==> src/rtl/pc_pkg.sv <==
// pc_pkg: shared types and constants for the program-counter sequencer.
//  - state_e : sequencer FSM states (BOOT, RUN, HALT)
//  - src_e   : next-PC source selected by the priority mux
//  - INST_BYTES : size of one instruction in bytes (sequential PC step)
package pc_pkg;

  typedef enum logic [1:0] {
    BOOT = 2'd0,
    RUN  = 2'd1,
    HALT = 2'd2
  } state_e;

  typedef enum logic [2:0] {
    SRC_SEQ    = 3'd0,
    SRC_BRANCH = 3'd1,
    SRC_JUMP   = 3'd2,
    SRC_JR     = 3'd3,
    SRC_RET    = 3'd4,
    SRC_ERET   = 3'd5,
    SRC_TRAP   = 3'd6
  } src_e;

  localparam int unsigned INST_BYTES = 4;

endpackage

==> src/rtl/pc_ras.sv <==
// pc_ras: circular return-address stack used by pc_sequencer when PC_RAS_EN
// is defined.
//  Ports:
//   clk, rst    clock and synchronous active-high reset
//   push        write push_data as the new top entry
//   pop         discard the top entry (ignored when empty)
//   push_data   address to push
//   top         current top entry (meaningful only when !empty)
//   empty       no valid entries
//  push and pop together replace the top entry. A push when full overwrites
//  the oldest entry and the count saturates at DEPTH.
module pc_ras #(
  parameter int unsigned XLEN  = 32,
  parameter int unsigned DEPTH = 4
) (
  input  logic            clk,
  input  logic            rst,
  input  logic            push,
  input  logic            pop,
  input  logic [XLEN-1:0] push_data,
  output logic [XLEN-1:0] top,
  output logic            empty
);

  localparam int unsigned PW = $clog2(DEPTH);
  localparam int unsigned CW = $clog2(DEPTH + 1);

  logic [XLEN-1:0] mem_q [DEPTH];
  logic [PW-1:0]   ptr_q, ptr_d;
  logic [CW-1:0]   cnt_q, cnt_d;
  logic            wr_en;
  logic [PW-1:0]   wr_idx;
  logic            pop_ok;

  assign pop_ok = pop && (cnt_q != '0);

  always_comb begin
    // NOTE: every signal assigned here gets a default first so no path leaves it unassigned (no latch).
    ptr_d  = ptr_q;
    cnt_d  = cnt_q;
    wr_en  = 1'b0;
    wr_idx = ptr_q;
    if (push && pop_ok) begin
      // Pop then push collapses to an in-place overwrite of the top entry.
      wr_en = 1'b1;
    end else if (push) begin
      // The pointer wraps naturally (DEPTH is a power of 2), so a full
      // stack overwrites its oldest entry.
      ptr_d  = ptr_q + PW'(1);
      wr_idx = ptr_d;
      wr_en  = 1'b1;
      if (cnt_q != CW'(DEPTH)) cnt_d = cnt_q + CW'(1);
    end else if (pop_ok) begin
      ptr_d = ptr_q - PW'(1);
      cnt_d = cnt_q - CW'(1);
    end
  end

  always_ff @(posedge clk) begin
    if (rst) begin
      ptr_q <= '0;
      cnt_q <= '0;
    end else begin
      ptr_q <= ptr_d;
      cnt_q <= cnt_d;
    end
  end

  // NOTE: the storage array is not reset; the count gates every read, so stale entries are never observed.
  always_ff @(posedge clk) begin
    if (wr_en) mem_q[wr_idx] <= push_data;
  end

  assign top   = mem_q[ptr_q];
  assign empty = (cnt_q == '0);

endmodule

==> src/rtl/pc_sequencer.sv <==
// pc_sequencer: next-PC generation for the single-cycle core.
//  Chooses the next fetch address from sequential, branch, jump, register
//  jump, return, trap and exception-return sources with a fixed priority,
//  and handles stall, halt/resume and trap vectoring with EPC capture.
//  Optional feature macro: PC_RAS_EN (adds the pc_ras return-address stack;
//  without it call is ignored, ret acts as jr and ras_empty is tied 1).
//  Ports:
//   clk, rst            clock, synchronous active-high reset
//   stall               freeze every register this cycle
//   halt / resume       enter / leave HALT
//   branch_taken, branch_imm   PC-relative branch (word offset, sign-extended)
//   jump, jump_idx      region-absolute jump
//   jr, jr_target       register jump (misaligned target traps)
//   call, ret           return-address stack push / pop
//   trap, eret          exception entry / return
//   pc, pc_valid        fetch address and live-fetch flag (state RUN)
//   epc                 PC of the trapping instruction
//   ras_empty           return-address stack empty
module pc_sequencer
  import pc_pkg::*;
#(
  parameter int unsigned     XLEN      = 32,
  parameter logic [XLEN-1:0] RESET_VEC = '0,
  parameter logic [XLEN-1:0] TRAP_VEC  = XLEN'(32'h0000_0080),
  parameter int unsigned     RAS_DEPTH = 4
) (
  input  logic            clk,
  input  logic            rst,
  input  logic            stall,
  input  logic            halt,
  input  logic            resume,
  input  logic            branch_taken,
  input  logic [15:0]     branch_imm,
  input  logic            jump,
  input  logic [25:0]     jump_idx,
  input  logic            jr,
  input  logic [XLEN-1:0] jr_target,
  input  logic            call,
  input  logic            ret,
  input  logic            trap,
  input  logic            eret,
  output logic [XLEN-1:0] pc,
  output logic            pc_valid,
  output logic [XLEN-1:0] epc,
  output logic            ras_empty
);

  state_e          state_q, state_d;
  logic [XLEN-1:0] pc_q, pc_d;
  logic [XLEN-1:0] epc_q, epc_d;
  logic            pc_valid_q, pc_valid_d;
  logic [XLEN-1:0] pc4, br_off, jump_tgt;
  logic            run_go;
  src_e            src;

  assign pc4      = pc_q + XLEN'(INST_BYTES);
  assign br_off   = {{(XLEN-18){branch_imm[15]}}, branch_imm, 2'b00};
  assign jump_tgt = {pc4[XLEN-1:28], jump_idx, 2'b00};
  assign run_go   = (state_q == RUN) && !stall;

`ifdef PC_RAS_EN
  logic [XLEN-1:0] ras_top;
  logic            ras_push, ras_pop;

  assign ras_pop  = run_go && (src == SRC_RET);
  // A call is a linking jump; paired with a taken return it replaces the top.
  assign ras_push = run_go && call && ((src == SRC_JUMP) || (src == SRC_RET));

  pc_ras #(
    .XLEN  (XLEN),
    .DEPTH (RAS_DEPTH)
  ) u_ras (
    .clk       (clk),
    .rst       (rst),
    .push      (ras_push),
    .pop       (ras_pop),
    .push_data (pc4),
    .top       (ras_top),
    .empty     (ras_empty)
  );
`else
  localparam int unsigned unused_ras_depth = RAS_DEPTH;
  logic unused_call;
  assign unused_call = call;
  assign ras_empty   = 1'b1;
`endif

  // Fixed-priority source select. A misaligned register target becomes a
  // trap; a return with nothing stacked falls back to the register target.
  always_comb begin
    src = SRC_SEQ;
    if (trap)                              src = SRC_TRAP;
    else if (eret)                         src = SRC_ERET;
`ifdef PC_RAS_EN
    else if (ret && !ras_empty)            src = SRC_RET;
`endif
    else if (jr || ret)                    src = (jr_target[1:0] != 2'b00) ? SRC_TRAP : SRC_JR;
    else if (jump)                         src = SRC_JUMP;
    else if (branch_taken)                 src = SRC_BRANCH;
  end

  // NOTE: combinational next-state logic uses blocking '=', the state registers below use non-blocking '<='.
  always_comb begin
    state_d = state_q;
    pc_d    = pc_q;
    epc_d   = epc_q;
    if (!stall) begin
      case (state_q)
        BOOT: state_d = RUN;
        RUN: begin
          case (src)
            SRC_TRAP: begin
              pc_d  = TRAP_VEC;
              epc_d = pc_q;
            end
            SRC_ERET:   pc_d = epc_q;
`ifdef PC_RAS_EN
            SRC_RET:    pc_d = ras_top;
`endif
            SRC_JR:     pc_d = jr_target;
            SRC_JUMP:   pc_d = jump_tgt;
            SRC_BRANCH: pc_d = pc4 + br_off;
            default:    pc_d = pc4;
          endcase
          // The redirect above still lands on this edge before halting.
          if (halt) state_d = HALT;
        end
        HALT: if (resume) state_d = RUN;
        default: state_d = BOOT;
      endcase
    end
  end

  assign pc_valid_d = (state_d == RUN);

  always_ff @(posedge clk) begin
    if (rst) begin
      state_q    <= BOOT;
      pc_q       <= RESET_VEC;
      epc_q      <= '0;
      pc_valid_q <= 1'b0;
    end else begin
      state_q    <= state_d;
      pc_q       <= pc_d;
      epc_q      <= epc_d;
      pc_valid_q <= pc_valid_d;
    end
  end

  assign pc       = pc_q;
  assign epc      = epc_q;
  assign pc_valid = pc_valid_q;

endmodule

==> config.mk <==
export PLATFORM = sky130hd
export DESIGN_NAME = pc_sequencer
export DESIGN_NICKNAME = d
export VERILOG_FILES = /design/src/rtl/pc_pkg.sv /design/src/rtl/pc_ras.sv /design/src/rtl/pc_sequencer.sv
export SDC_FILE = /design/constraint.sdc
export NUM_CORES = 1
export LEC_CHECK = 0
export CAP_MARGIN = 20
export CORE_ASPECT_RATIO = 0.75
export CORE_MARGIN = 2
export CORE_UTILIZATION = 54
export CTS_CLUSTER_DIAMETER = 150
export CTS_CLUSTER_SIZE = 12
export DETAILED_ROUTE_END_ITERATION = 10
export PLACE_DENSITY_LB_ADDON = 0.1
export SYNTH_ARGS = -nofsm -noshare
export SYNTH_HDL_FRONTEND = slang
export SYNTH_SLANG_ARGS = --single-unit
==> constraint.sdc <==
create_clock -name clk -period 8 [get_ports clk]
set_input_delay 2 -clock clk [delete_from_list [all_inputs] [get_ports clk]]
set_output_delay 2 -clock clk [all_outputs]
set_load 0.05 [all_outputs]
==> summary.md <==
| Metric | Value |
|---|---|
| Status | complete, no violations |
| GR Util met2 | 55.1% |
| CTS root buf | clkbuf_16 |
| Cell Pwr Density | 144 nW/µm² |
| Post-synthesis cell type count | 66 |
| Total routed wirelength | 21,100 µm |
| Synth top cells by count | a21oi_1 (105), nand2_1 (103), dfxtp_1 (67) |
| Worst-path cell chain | clkdlybuf4s50_1, ha_1, a21o_1, a21oi_1, nand2_1, a21oi_1, nand3b_1, nor4b_1, o311ai_1, a21oi_1 |
| Reg-to-reg slack, setup | 3680 ps |
| Register area share after synthesis | 23.4% |
| LEAKAGE | 3.04 nW |
| Worst-Skew Late Latency | 350 ps |
| Total GRT Usage | 36.7% |
| Residual DRC | 0 |
| DP Cell Count | 1,024 |
| Die Y | 93.2 µm |
| Number of post-CTS setup repair buffers | 0 |
| ANT nets after route | 0 |
| GR peak layer | met2 |
| CTS sink cnt | 67 |
| Via count | 6,642 |
| Buf/Inv on CP | 1 |
| Final nets | 1,023 |
| CP max stage cell | clkdlybuf4s50_1 |
| VDD IR max | 0.153 mV |
| DP HPWL | 14,600 µm |
| Seq cells post-synth | 67 |
| Setup Skew | 12.0 ps |
| Slowest stage delay, CP | 860 ps |
| Share of flip-flops with an asynchronous set or reset | 0% |
| # resized after CTS | 0 |
| Pwr Total | 0.00110 W |
| Crit-path leading delay family | compound AO/OA/AOI/OAI gates |
| Final instance count without filler cells | 1,042 |
| Period minus WS final | 4970 ps |
| Post-DP Area | 7260 µm² |
| Grt total ovfl | 0 |
| I/O Buffers | 149 |
| RD Place Congestion | 0.952 |
| Critical path launch point type | primary input |
| Met1 GRT Util | 50.1% |
| Starting Density | 55.7% |
| Critical path type | primary input to flip-flop |
| Pre-antenna DRT Iters | 6 |
| Crit path required time | 8200 ps |
| Max Cap Violations | 0 |
| Top cells by area, synth | dfxtp_1 (23%), a21oi_1 (9.2%), ha_1 (7.6%) |
| Die Area | 11,500 µm² |
| Met3 GRT Util | 9.82% |
| Top-level I/O count | 152 |
| Number of flops mapped to enable cells by yosys | 0 |
| Finished Cell Area | 7600 µm² |
| Core ar. | 10,300 µm² |
| Count leader, synth | a21oi_1 |
| Max Slew Vio Count | 0 |
| First-pass GRT wire length | 32,700 µm |
| Share of cells above drive strength 1 | 4.86% |
| Area Overhead vs Synth | 32.6% |
| Syn Nets | 906 |
| Area leader, netlist | dfxtp_1 |
| Period utilization | 62.1% |
| Yosys top cell area share | 23.4% |
| Top FF cell, synth | dfxtp_1 |
| Hold_buf cts | 0 |
| CTS clk-pin slew, worst paths | 60 ps |
| RSZ-0062 raised after global routing | false |
| Fmax | 0.201 GHz |
| Vias in the first global route | 6,417 |
| Final Hold Violating Endpoints | 0 |
| Crit path DAT | 5160 ps |
| Min-delay worst type | flip-flop to flip-flop |
| Crit-path max FO | 18 |
| H-tree depth | 3 |
| Die W | 123 µm |
| Vias per std cell | 6.37 |
| Most frequent CP cell | a21oi_1 |
| Initial antenna violation count | 0 |
| Detailed Route Iter0 Violations | 651 |
| Largest net degree at the start of global routing | 71 |
| Synth Cell Area | 5730 µm² |
| CTS Buffer Depth | 2 |
| Warnings from Yosys | 0 |
| WL per Instance | 20.2 µm |
| CTS buffer count | 9 |
| Cells after Synth | 784 |
| CTS tree | built |
| Fillcell total | 743 |
| Syn Area/Cell | 7.31 µm² |
| Final setup vio count | 0 |
| FP Rows | 32 |
| Relative slew slack | 24.8% |
| CP endpoint kind | flip-flop |
| TNS Setup | 0 ps |
| Slew @ Worst Pin | 1120 ps |
| # diodes | 0 |
worst paths after layout:
path,cells after the start,start,endpoint
setup / recovery,10,branch_imm[15],pc[29]
hold / removal,2,epc[8],epc[8]
setup reg to reg,15,pc[2],pc[29]
hold reg to reg,2,epc[8],epc[8]
sequential cells by signal, summed over array words and instances (netlist names):
register	count
epc	32
pc	32
state_q	2
pc_valid	1
final cells by class:
cell class	count	area [µm²]	share of cell area [%]
inverters	14	52.6	0.691
clock inverters	6	65.1	0.856
flip-flops and latches	67	1340	17.6
clock buffers	10	239	3.14
multi-input cells	651	4150	54.6
repair buffers	158	1580	20.8
well taps	136	170	2.24
cell usage in the layout, fill, tap and decap left out, types with 3 or more instances in the layout:
| cell type | count |
|---|---|
| xor2_1 | 23 |
| a211oi_1 | 7 |
| o21ai_0 | 40 |
| buf_4 | 7 |
| o21a_1 | 4 |
| xnor2_1 | 30 |
| mux2i_1 | 28 |
| nand3b_1 | 3 |
| a211o_1 | 5 |
| nand2_1 | 103 |
| a221oi_1 | 9 |
| nand4_1 | 13 |
| o211ai_1 | 5 |
| nand4b_1 | 4 |
| nand3_1 | 22 |
| dfxtp_1 | 67 |
| and3_1 | 19 |
| and2_1 | 3 |
| inv_1 | 14 |
| and4_1 | 4 |
| ha_1 | 35 |
| nand2b_1 | 4 |
| nor3_1 | 19 |
| a21o_1 | 22 |
| a31oi_1 | 10 |
| o21ai_1 | 8 |
| nor2_1 | 64 |
| a21oi_1 | 105 |
| clkdlybuf4s50_1 | 148 |
| nor2b_1 | 5 |
| clkbuf_16 | 9 |
| a22oi_1 | 7 |
logic make-up (layout without fill, tap and decap cells):
group           Yosys count  after routing  share of synthesized area [%]
compound gates          251            251                           27.0
xor+xnor                 54             54                           8.38
fa+ha+maj                36             36                           7.99
buf+inv                  66            188                           4.91
flops                    67             67                           23.4
mux                      28             28                           4.89
other cells               1              1                         0.0654
simple gates            281            281                           23.3
per-stage QoR:
step / util (%) / hold slack [ps] / worst slack, ps
floorplan: - / 508 / 4070
global placement: 70.5 / 456 / 2820
detailed placement: 70.5 / 464 / 2790
CTS: 73.5 / 475 / 3140
global route: 73.9 / 495 / 2880
finish: 73.9 / 473 / 3030
power by group:
group          switching [W]  internal, W  total (W)
combinational       0.000184     0.000132   0.000315
clock               0.000170     0.000250   0.000420
sequential         0.0000189     0.000344   0.000363
layer usage:
| layer | part of all wire, % | wire length, µm |
|---|---|---|
| met1 | 44 | 9320 |
| met2 | 43 | 9060 |
| met3 | 10 | 2190 |
| met4 | 2.5 | 532 |
| met5 | 0 | 0 |
worst min-delay path: stages, from the launching register on:
cell	delay, ps
dfxtp_1	320
nand2_1	60
a21oi_1	50
No activity file was read; power rests on OpenSTA's default activity.
